`src/rtl/tlc_pkg.sv`:
```
// Shared types for the traffic light controller design.
//   ped_req_state_t : pedestrian request FSM states (IDLE / PENDING / SERVED)
//   light_t         : lamp encodings used across the TLC datapath
package tlc_pkg;

    typedef enum logic [1:0] {
        REQ_IDLE    = 2'd0,
        REQ_PENDING = 2'd1,
        REQ_SERVED  = 2'd2
    } ped_req_state_t;

    typedef enum logic [1:0] {
        GREEN  = 2'd0,
        YELLOW = 2'd1,
        RED    = 2'd2
    } light_t;

endpackage

```
`src/rtl/ped_button_channel.sv`:
```
// One pedestrian button channel: 2-flop synchroniser, debouncer, stuck-button
// monitor and request FSM.
// Ports:
//   clk, rst  : system clock, synchronous active-high reset
//   btn_raw   : raw asynchronous, bouncy push-button
//   walk      : walk indication from the controller for this crossing
//   ped       : registered request level, high while a request is pending
//   stuck     : registered stuck-button fault
module ped_button_channel #(
    parameter int unsigned DEBOUNCE_CYCLES = 20,
    parameter int unsigned STUCK_CYCLES    = 1000
) (
    input  logic clk,
    input  logic rst,
    input  logic btn_raw,
    input  logic walk,
    output logic ped,
    output logic stuck
);
    import tlc_pkg::*;

    localparam int unsigned DB_W = $clog2(DEBOUNCE_CYCLES + 1);
    localparam int unsigned ST_W = $clog2(STUCK_CYCLES + 1);
    // db_cnt reaching this value on the next increment means the level is accepted
    localparam logic [DB_W-1:0] DB_LAST = DB_W'(DEBOUNCE_CYCLES - 1);
    localparam logic [ST_W-1:0] ST_MAX  = ST_W'(STUCK_CYCLES);

    logic            s1_q, s2_q;
    logic            stable_q, stable_d;
    logic            stable_dly_q;
    logic [DB_W-1:0] db_cnt_q, db_cnt_d;
    logic [ST_W-1:0] st_cnt_q, st_cnt_d;
    logic            stuck_q, stuck_d;
    logic            ped_q, ped_d;
    logic            press;
    ped_req_state_t  state_q, state_d;

    // Debouncer: count consecutive cycles the synchronised level disagrees
    // with the accepted level; any agreement restarts the count.
    always_comb begin
        stable_d = stable_q;
        db_cnt_d = db_cnt_q;
        if (s2_q == stable_q) begin
            db_cnt_d = '0;
        end else if (db_cnt_q == DB_LAST) begin
            stable_d = ~stable_q;
            db_cnt_d = '0;
        end else begin
            db_cnt_d = db_cnt_q + 1'b1;
        end
    end

    assign press = stable_q & ~stable_dly_q;

    // Stuck monitor: saturating count of debounced-pressed cycles.
    always_comb begin
        st_cnt_d = st_cnt_q;
        if (!stable_q) begin
            st_cnt_d = '0;
        end else if (st_cnt_q != ST_MAX) begin
            st_cnt_d = st_cnt_q + 1'b1;
        end
        stuck_d = (st_cnt_d == ST_MAX);
    end

    // Request FSM. A press coinciding with walk is dropped: the crossing is
    // already being served. Stuck wins over walk in PENDING.
    always_comb begin
        state_d = state_q;
        case (state_q)
            REQ_IDLE: begin
                if (press && !walk && !stuck_q) begin
                    state_d = REQ_PENDING;
                end
            end
            REQ_PENDING: begin
                if (stuck_q) begin
                    state_d = REQ_IDLE;
                end else if (walk) begin
                    state_d = REQ_SERVED;
                end
            end
            REQ_SERVED: begin
                if (!walk) begin
                    state_d = REQ_IDLE;
                end
            end
            default: state_d = REQ_IDLE;
        endcase
        ped_d = (state_d == REQ_PENDING);
    end

    always_ff @(posedge clk) begin
        if (rst) begin
            s1_q         <= 1'b0;
            s2_q         <= 1'b0;
            stable_q     <= 1'b0;
            stable_dly_q <= 1'b0;
            db_cnt_q     <= '0;
            st_cnt_q     <= '0;
            stuck_q      <= 1'b0;
            state_q      <= REQ_IDLE;
            ped_q        <= 1'b0;
        end else begin
            s1_q         <= btn_raw;
            s2_q         <= s1_q;
            stable_q     <= stable_d;
            stable_dly_q <= stable_q;
            db_cnt_q     <= db_cnt_d;
            st_cnt_q     <= st_cnt_d;
            stuck_q      <= stuck_d;
            state_q      <= state_d;
            ped_q        <= ped_d;
        end
    end

    assign ped   = ped_q;
    assign stuck = stuck_q;

endmodule

```
`src/rtl/ped_request_conditioner.sv`:
```
// Pedestrian request front-end for the traffic light controller. Conditions
// the EW and NS raw push-buttons into held request levels that are retired by
// the matching walk indication, and flags stuck buttons.
// Ports:
//   clk, rst               : system clock, synchronous active-high reset
//   btn_ew_raw, btn_ns_raw : raw asynchronous pedestrian buttons
//   walk_ew, walk_ns       : walk indications from the controller
//   ped_ew, ped_ns         : registered request levels to the controller
//   stuck_ew, stuck_ns     : registered stuck-button faults
module ped_request_conditioner #(
    parameter int unsigned DEBOUNCE_CYCLES = 20,
    parameter int unsigned STUCK_CYCLES    = 1000
) (
    input  logic clk,
    input  logic rst,
    input  logic btn_ew_raw,
    input  logic btn_ns_raw,
    input  logic walk_ew,
    input  logic walk_ns,
    output logic ped_ew,
    output logic ped_ns,
    output logic stuck_ew,
    output logic stuck_ns
);
    import tlc_pkg::*;

    ped_button_channel #(
        .DEBOUNCE_CYCLES (DEBOUNCE_CYCLES),
        .STUCK_CYCLES    (STUCK_CYCLES)
    ) u_ew (
        .clk     (clk),
        .rst     (rst),
        .btn_raw (btn_ew_raw),
        .walk    (walk_ew),
        .ped     (ped_ew),
        .stuck   (stuck_ew)
    );

    ped_button_channel #(
        .DEBOUNCE_CYCLES (DEBOUNCE_CYCLES),
        .STUCK_CYCLES    (STUCK_CYCLES)
    ) u_ns (
        .clk     (clk),
        .rst     (rst),
        .btn_raw (btn_ns_raw),
        .walk    (walk_ns),
        .ped     (ped_ns),
        .stuck   (stuck_ns)
    );

endmodule
```
`config.mk`:
```
export PLATFORM = sky130hd
export DESIGN_NAME = ped_request_conditioner
export DESIGN_NICKNAME = d
export VERILOG_FILES = /design/src/rtl/tlc_pkg.sv /design/src/rtl/ped_button_channel.sv /design/src/rtl/ped_request_conditioner.sv
export SDC_FILE = /design/constraint.sdc
export NUM_CORES = 1
export LEC_CHECK = 0
export ABC_AREA = 1
export BUFFER_PORTS_ARGS = -buffer_cell sky130_fd_sc_hd__clkbuf_2
export CORE_MARGIN = 2
export CORE_UTILIZATION = 55
export CTS_CLUSTER_DIAMETER = 150
export DETAILED_ROUTE_END_ITERATION = 7
export PLACE_DENSITY = 0.73
export SYNTH_ARGS = -nofsm -noshare
export SYNTH_HDL_FRONTEND = slang
export SYNTH_HIERARCHICAL = 1
export SYNTH_SLANG_ARGS = --single-unit
```
`constraint.sdc`:
```
create_clock -name clk -period 2.26 [get_ports clk]
set_input_delay 0.113 -clock clk [delete_from_list [all_inputs] [get_ports clk]]
set_output_delay 0.113 -clock clk [all_outputs]
set_load 0.03 [all_outputs]
```
# ---- Yosys cells after proc, flatten, opt, wreduce, memory -nomap -nowiden
# Cells that the tools add are included.
dict set report classes {
  n_addsub 4
  eq_ne 14
  muxes 14
  n_bitwise 8
  n_reduce_logical 14
}
# cell n
set ops {}
lappend ops {{two-way mux 10 bit} 4}
lappend ops {{adder 10 x 1 -> 10 bit, second input constant} 2}
lappend ops {{== test 10 bit, second input constant} 2}
lappend ops {{inequality test 10 bit, second input constant} 2}
lappend ops {{two-way mux 2 bit} 8}
lappend ops {{case mux 2 bit (3 select lines)} 2}
lappend ops {{adder 5 x 1 -> 5 bit, second input constant} 2}
lappend ops {{== test 5 bit, second input constant} 2}
lappend ops {{== test 2 x 1 -> 1 bit, second input constant} 4}
lappend ops {{inverter 1 bit} 6}
lappend ops {{OR reduction 3 bit} 2}
lappend ops {{== test 2 bit, second input constant} 2}
lappend ops {{logical AND 1 bit} 4}
lappend ops {{logical NOT 1 bit} 4}
lappend ops {{logical NOT 2 bit} 2}
lappend ops {{AND reduction 2 bit} 2}
lappend ops {{AND 1 bit} 2}
lappend ops {{== test 1 bit} 2}
dict set report totals {
  reg_bits 46
  input_bits 6
  out_inout_bits 4
}

# ---- Logic depth before layout (Yosys ltp)
# Gate-level depths: netlist of the first run.
dict set report depth {
  depth_word 7
  mapped_depth 11
  depth_no_buf 11
}

# ---- Hierarchy
# The synthesis of the first run kept the hierarchy.
# module instances cells_per_inst area_per_inst_um2 seq_area_each_um2
set modules_own_cells {}
lappend modules_own_cells {ped_button_channel 2 141 1048.5 460.4}

# ---- Least setup slack after synthesis of the first run
# No wires, ideal clock.
dict set report synth_path {
  kind {flip-flop to flip-flop}
  start {reg u_ew.st_cnt_q[0]}
  end {reg u_ew.stuck_q, in the netlist u_ew/stuck}
  setup_time_ns 0.111
  arrival_time_ns 1.168
  required_time_ns 2.149
  path_slack_ns 0.981
  stages_incl_launch_ff 11
  path_buffers 0
  synth_period_minus_slack_ns 1.279
  path_cell_list {dfxtp_1 -> ha_1 -> nand2_2 -> nor3_4 -> nand2_1 -> nand2_1 -> nand2_1 -> nand2_1 -> inv_1 -> nand2_1 -> nor2_1}
}
dict set report synth_between {
  elab_chain_len 4
  word_cells_on_any_way 5
  cone_classes {add/sub: 1; eq/ne: 2; mux: 2}
}
# item line_no
set synth_rtl {}
lappend synth_rtl {{from (decl)} ped_button_channel.sv:32} ;# logic [ST_W-1:0] st_cnt_q, st_cnt_d;
lappend synth_rtl {{from (signal assigned)} ped_button_channel.sv:110} ;# st_cnt_q <= st_cnt_d;
lappend synth_rtl {{adder 10 x 1 -> 10 bit or inequality test 10 bit (tied branches)} {ped_button_channel.sv:61, ped_button_channel.sv:60}}
lappend synth_rtl {{two-way mux 10 bit (*)} ped_button_channel.sv:60} ;# end else if (st_cnt_q != ST_MAX) begin
lappend synth_rtl {{two-way mux 10 bit (*)} ped_button_channel.sv:58} ;# if (!stable_q) begin
lappend synth_rtl {{== test 10 bit (*)} ped_button_channel.sv:63} ;# stuck_d = (st_cnt_d == ST_MAX);
lappend synth_rtl {{to (signal assigned)} ped_button_channel.sv:111} ;# stuck_q <= stuck_d;
lappend synth_rtl {{to (decl)} ped_button_channel.sv:33} ;# logic stuck_q, stuck_d;
# Mark *: on every way between the ends. The rest lies on a longest branch, timed or not.
# A chain may end at the register's enable or synchronous reset.

# ---- Worst setup path after layout of the first run
# Ends and elaborated chain as after synthesis.

==> results of run 1 <==
[power breakdown]
group	internal (mW)	switching (mW)
sequential	0.814	0.00195
clock	0.247	0.261
combinational	0.0109	0.0139
total	1.07	0.277
[routing by layer]
| layer | GRT usage | share of wire | vias up |
|---|---|---|---|
| met3 | 0.0565 | 0.033 | 6 |
| met1 | 0.257 | 0.49 | 796 |
| li1 | - | - | 933 |
| met4 | 0.0625 | 0.012 | 0 |
| met5 | 0 | 0 | - |
| met2 | 0.321 | 0.46 | 23 |
[sequential cells by signal, summed over array words and instances, names as in the netlist, 2 cells and up]
register       flops
u_ew/st_cnt_q     10
u_ew/state_q       2
u_ns/st_cnt_q     10
u_ns/db_cnt_q      5
u_ns/state_q       2
u_ew/db_cnt_q      5
[worst paths after layout]
kind	start	endpoint	slack, ns	depth (start not counted)
max	u_ew/st_cnt_q[0]	u_ew/stuck	0.77	10
min	rst	u_ew/st_cnt_q[0]	0.32	2
max reg2reg	u_ew/st_cnt_q[0]	u_ew/stuck	0.77	10
min reg2reg	u_ns/s1_q	u_ns/s2_q	0.41	2
[final cells by class]
type                            instances  area share
Tap cell                               48      0.0258
Multi-Input combinational cell        188       0.428
Inverter                               46      0.0742
Sequential cell                        46       0.396
Clock inverter                          1     0.00215
Clock buffer                            7      0.0371
Timing Repair Buffer                   13      0.0366
[logic make-up (layout without fill, tap and decap cells)]
group,Yosys count,count (layout),share of synthesized area
AO/OA/AOI/OAI,26,26,0.0644
XOR/XNOR,8,8,0.0334
adder cells (fa/ha/maj),6,6,0.0358
buffers and inverters,48,67,0.0859
flip-flops,46,46,0.439
AND/OR/NAND/NOR,148,148,0.341
[placed cells by master, fill, tap and decap left out]
master,n
clkbuf_8,6
nor4_1,4
clkbuf_1,1
nor2_1,48
or2_2,4
nand3b_1,2
xor2_1,8
nand3_2,6
dfxtp_1,46
nand2_1,44
nor3b_1,2
nor2_2,2
inv_1,46
a21oi_1,16
nand2_2,4
nand3_1,20
ha_1,6
dlygate4sd3_1,4
clkbuf_2,9
nand4_1,8
nor3_1,2
clkinv_2,1
a211oi_1,2
nor3_4,2
o21ai_0,8
[critical path, stage by stage, from the launching register on]
cell     delay (ns)
dfxtp_1        0.39
ha_1           0.28
nand2_2        0.11
nor3_4         0.19
nand2_1        0.08
nand2_1        0.08
nand2_1        0.05
nand2_1        0.06
inv_1          0.03
nand2_1        0.06
nor2_1         0.05
[through the flow]
step,utilization,hold WS (ns)
global route,0.635,0.367
finish,0.635,0.319
global placement,0.599,0.309
floorplan,-,0.190
detailed placement,0.599,0.308
CTS,0.635,0.326
[repair_timing]
action | in CTS | in global routing
setup buffers | 0 | 0
hold buffers | 4 | 0
endpoints found under the hold margin | 6 | 0
==> qor.yml, run 1 <==
sta:
  rsz0062_at_grt: "no"
  finalCriticalPeriod_ns: 1.49
  slew_headroom: 0.681
  finalHoldViolCount: 0
  setup_tns_ns: 0
  setup_viol: 0
  fmax_mhz: 673
  tightestPinTransition_ns: 0.478
  finClkSkew_ns: 0.00633
  min_period_over_period: 0.658
  maxSlewViolCount: 0
  fin_ws_ns: 0.774
job:
  cap_violations: 0
route:
  dr_total_vias: 1758
  ant_nets: 0
  viasPerCell: 5.04
  drt-pass1-iter-count: 4
  drt_iter0_markers: 74
  routed_wirelength_mm: 3.81
  drc: 0
  wl_per_cell_um: 10.9
cts:
  cts.sinks: 46
  clk_latency_ns: 0.30
  cts_tree: "yes"
  clockBufferDepth: 2
  h-tree-depth: 2
  cts_root_buf: "clkbuf_8"
  post_cts_resized: 0
  cts_buffers: 5
  path_clk_slew_ns: 0.08
die:
  start_util: 0.573
  core_mm2: 0.00366
  die_x_um: 65.7
  die_h_um: 65.7
  ios: 10
  rows: 22
  die_area_mm2: 0.00432
pwr:
  power_mw: 1.35
  power_density_mw_per_mm2: 580
  vdd_drop_max_uv: 530
  leakage_nw: 0.921
synthesis:
  yosysWarnings: 6
  synthCells: 282
  yosys_most_used_dff: "dfxtp_1"
  netlist_top_cells_count: "48 x nor2_1, 46 x dfxtp_1, 46 x inv_1"
  synth-seq-area-share: 0.439
  synth.distinct_cells: 21
  syn_area_mm2: 0.00210
  synth-edff-count: 0
  syn_avg_cell_area_um2: 7.44
  syn-num-nets: 294
  postSynth.asyncResetShare: 0
  yosysTopAreaCellShare: 0.439
  yosysMostFrequentCell: "nor2_1"
  synthTopCellsByArea: "dfxtp_1 44%, nor2_1 8.6%, inv_1 8.2%"
  ys_ff_latch: 46
  yosys.area.top_type: "dfxtp_1"
placed_design:
  place_hpwl_mm: 2.83
  port_buffers: 9
  place_inst: 337
  place_ws_ns: 0.828
  gp_congestion: 0.887
  dpl_cell_area_mm2: 0.00219
hold_path:
  hold_path.class: "in2reg"
layout:
  drive_gt1_frac: 0.113
  final_area_mm2: 0.00233
  n_antenna_cell: 0
  final_cells: 349
  fillers: 324
  areaGrowthSynthToFinish_pct: 10.9
  nNetsFinal: 312
  seq_area_um2: 921
  multi_input_area_um2: 996
outcome:
  outcome: "finished, final reports clean"
grt:
  grt_pass1_vias: 1559
  grt_start_max_net_pins: 25
  track_usage: 0.199
  antenna_found_initial: 0
  grt_pass1_wl_mm: 6.56
  overflow: 0
setup_path:
  critPathMaxFanout: 4
  endpoint_kind: "flop"
  arrival_ns: 1.69
  path_class: "reg2reg"
  start_kind: "flop"
  cp.required_ns: 2.46
Power figures use the tool's default switching activity.
==> run 2, diff against run 1 <==
==> constraint.sdc (replaced) <==
create_clock -name clk -period 1.4 [get_ports clk]
set_input_delay 0.07 -clock clk [delete_from_list [all_inputs] [get_ports clk]]
set_output_delay 0.07 -clock clk [all_outputs]
set_load 0.03 [all_outputs]
==> run 2 against run 1 <==
Net effect: clock skew down 0.0035 ns; total power grew 74%; setup slack got worse by 0.77 ns; die area is the same; clock power grew 94%; global-route usage rose by 0.69 points; wire length grew 8.1%; sequential power rose by 61%; largest power group unchanged.
==> qor.yml, run 2 (synthesis gave the netlist of run 1 again) <==
placed_design:
  gp_congestion: 0.883  # -0.43%
  place_inst: 343  # +1.8%
  place_hpwl_mm: 2.92  # +3.4%
  dpl_cell_area_mm2: 0.00224  # +2.1%
  port_buffers: 9  # unchanged
  place_ws_ns: -0.0481  # -0.876 ns
hold_path:
  hold_path.class: "in2reg"
  hp-start: "rst"
  min_path_cells: 2  # unchanged
cts:
  cts_root_buf: "clkbuf_8"
  path_clk_slew_ns: 0.09  # about the same
  h-tree-depth: 2  # unchanged
  cts_buffers: 5  # unchanged
  cts.sinks: 46  # unchanged
  cts_tree: "yes"
  clockBufferDepth: 2  # unchanged
  clk_latency_ns: 0.30  # about the same
layout:
  n_antenna_cell: 0  # unchanged
  final_cell_mix: "44 x nor2_1, 43 x inv_1, 42 x nand2_1, 40 x dfxtp_1"
  final_area_mm2: 0.00253  # +8.6%
  final_cells: 358  # +2.6%
  nNetsFinal: 321  # +2.9%
  fillers: 311  # -4.0%
  drive_gt1_frac: 0.213  # +0.0999
  layout_commonest_cell: "nor2_1"
  areaGrowthSynthToFinish_pct: 20.5
  reg.largest.list: "u_ew/st_cnt_q (10), u_ns/st_cnt_q (10)"
pwr:
  seqPwrFrac: 0.559  # -0.046
  leakage_nw: 0.974  # +5.8%
  swShare: 0.207  # +0.000940
  pwr-share-comb: 0.019  # about the same
  power_mw: 2.34  # +74%
  p_sw_uw: 484  # +75%
  clkPwrFrac: 0.421  # +0.044
  vdd_drop_max_uv: 646  # +22%
  internal_power_mw: 1.86  # +74%
  power_density_mw_per_mm2: 928  # +60%
setup_path:
  path_class: "reg2reg"
  cp.required_ns: 1.64  # -0.82 ns
  cp_slowest_cell: "dfxtp_4"
  crit_chain: "inv_2 > ha_1 > nand2_2 > nor2_4 > nand4_1 > nand3_2 > nand2_1 > inv_1 > nand2_1 > nor2_1"
  arrival_ns: 1.64  # -0.05 ns
  crit_top_cell: "nand2_1"
  worst_path_largest_cell_delay_ns: 0.37  # -0.02 ns
  startpoint: "u_ns/st_cnt_q[0]"
  r2r-start: "u_ns/st_cnt_q[0]"
  critPathMaxFanout: 4  # unchanged
  reg2reg_slack_ns: 0.002  # -0.77 ns
  rr_worst_depth: 10  # unchanged
  start_kind: "flop"
  endpoint_kind: "flop"
sta:
  min_period_over_period: 0.999  # +0.341
  fmax_mhz: 715  # +6.3%
  slew_headroom: 0.789  # +0.108
  rsz0062_at_grt: "yes"
  finClkSkew_ns: 0.00284  # -0.00349 ns
  fin_ws_ns: 0.00199  # -0.772 ns
  maxSlewViolCount: 0  # unchanged
  finalHoldViolCount: 0  # unchanged
  finalCriticalPeriod_ns: 1.40  # -0.0880 ns
  setup_viol: 0  # unchanged
  tightestPinTransition_ns: 0.313  # -0.166 ns
  holdWs_ns: 0.157  # -0.162 ns
route:
  dr_total_vias: 1810  # +3.0%
  drt-pass1-iter-count: 4  # unchanged
  wl_per_cell_um: 11.5  # +5.4%
  drt_iter0_markers: 74  # unchanged
  viasPerCell: 5.06  # +0.37%
  drc: 0  # unchanged
  ant_nets: 0  # unchanged
  routed_wirelength_mm: 4.12  # +8.1%
die:
  ios: 10  # unchanged
  die_area_mm2: 0.00432  # unchanged
  die_x_um: 65.7  # unchanged
  die_h_um: 65.7  # unchanged
  start_util: 0.573  # unchanged
  core_mm2: 0.00366  # unchanged
  rows: 22  # unchanged
grt:
  grt_start_max_net_pins: 16  # -36%
  antenna_found_initial: 0  # unchanged
  track_usage: 0.206  # +0.00689
  grt_pass1_wl_mm: 6.80  # +3.6%
  overflow: 0  # unchanged
  grt_pass1_vias: 1665  # +6.8%
outcome:
  outcome: "finished, final reports clean"
job:
  cap_violations: 0  # unchanged
==> run 2: metal layers <==
metal  share of wire  vias up  GRT usage
li1                -      950          -
met1            0.46      822      0.250
met2            0.48       30      0.354
met3           0.041        8     0.0411
met4           0.017        0     0.0859
met5               0        -          0
==> run 2: worst max-delay path: cells and delay by family, from the launching register on <==
kind	cells	cell delay (ns)
adders and majority gates	1	0.16
and+or+nand+nor	7	0.69
buffers and inverters	2	0.10
DFF	1	0.37
==> run 2: worst paths after layout <==
check,end
max,u_ns/stuck
min,u_ew/st_cnt_q[0]
max reg2reg,u_ns/stuck
min reg2reg,u_ew/s2_q
==> run 2: power groups by stage <==
stage | sequential, mW | clock (mW) | combinational, mW
after floorplan | 1.35 | 0 | 0.0187
after global placement | 1.35 | 0 | 0.0363
after detailed placement | 1.35 | 0 | 0.0366
after CTS | 1.31 | 1.01 | 0.0454
after global routing | 1.31 | 1.07 | 0.0516
final | 1.31 | 0.987 | 0.0455
==> run 2: area by class of cell <==
| type | instances | area [um2] | area share |
|---|---|---|---|
| sequential | 46 | 936 | 0.370 |
| clock inverter | 3 | 45.0 | 0.0178 |
| multi-input combinational | 188 | 1070 | 0.422 |
| inverter | 46 | 173 | 0.0684 |
| timing repair buffer | 22 | 178 | 0.0703 |
| clock buffer | 5 | 68.8 | 0.0272 |
| tap | 48 | 60.1 | 0.0238 |
==> run 2: what timing repair did <==
action	in CTS	in global routing
cloned	0	0
setup endpoints to repair	2	10
gates resized for setup	12	16
pin swaps	3	4
endpoints found under the hold margin	6	0
hold buffers	4	0
buffers inserted	3	0
==> run 2: through the flow <==
stage	TNS, ns	util
3_3_place_gp	-0.0207	0.612
6_report	0	0.690
2_1_floorplan	0	-
5_1_grt	-0.169	0.690
3_5_place_dp	-0.0665	0.612
4_1_cts	0	0.676
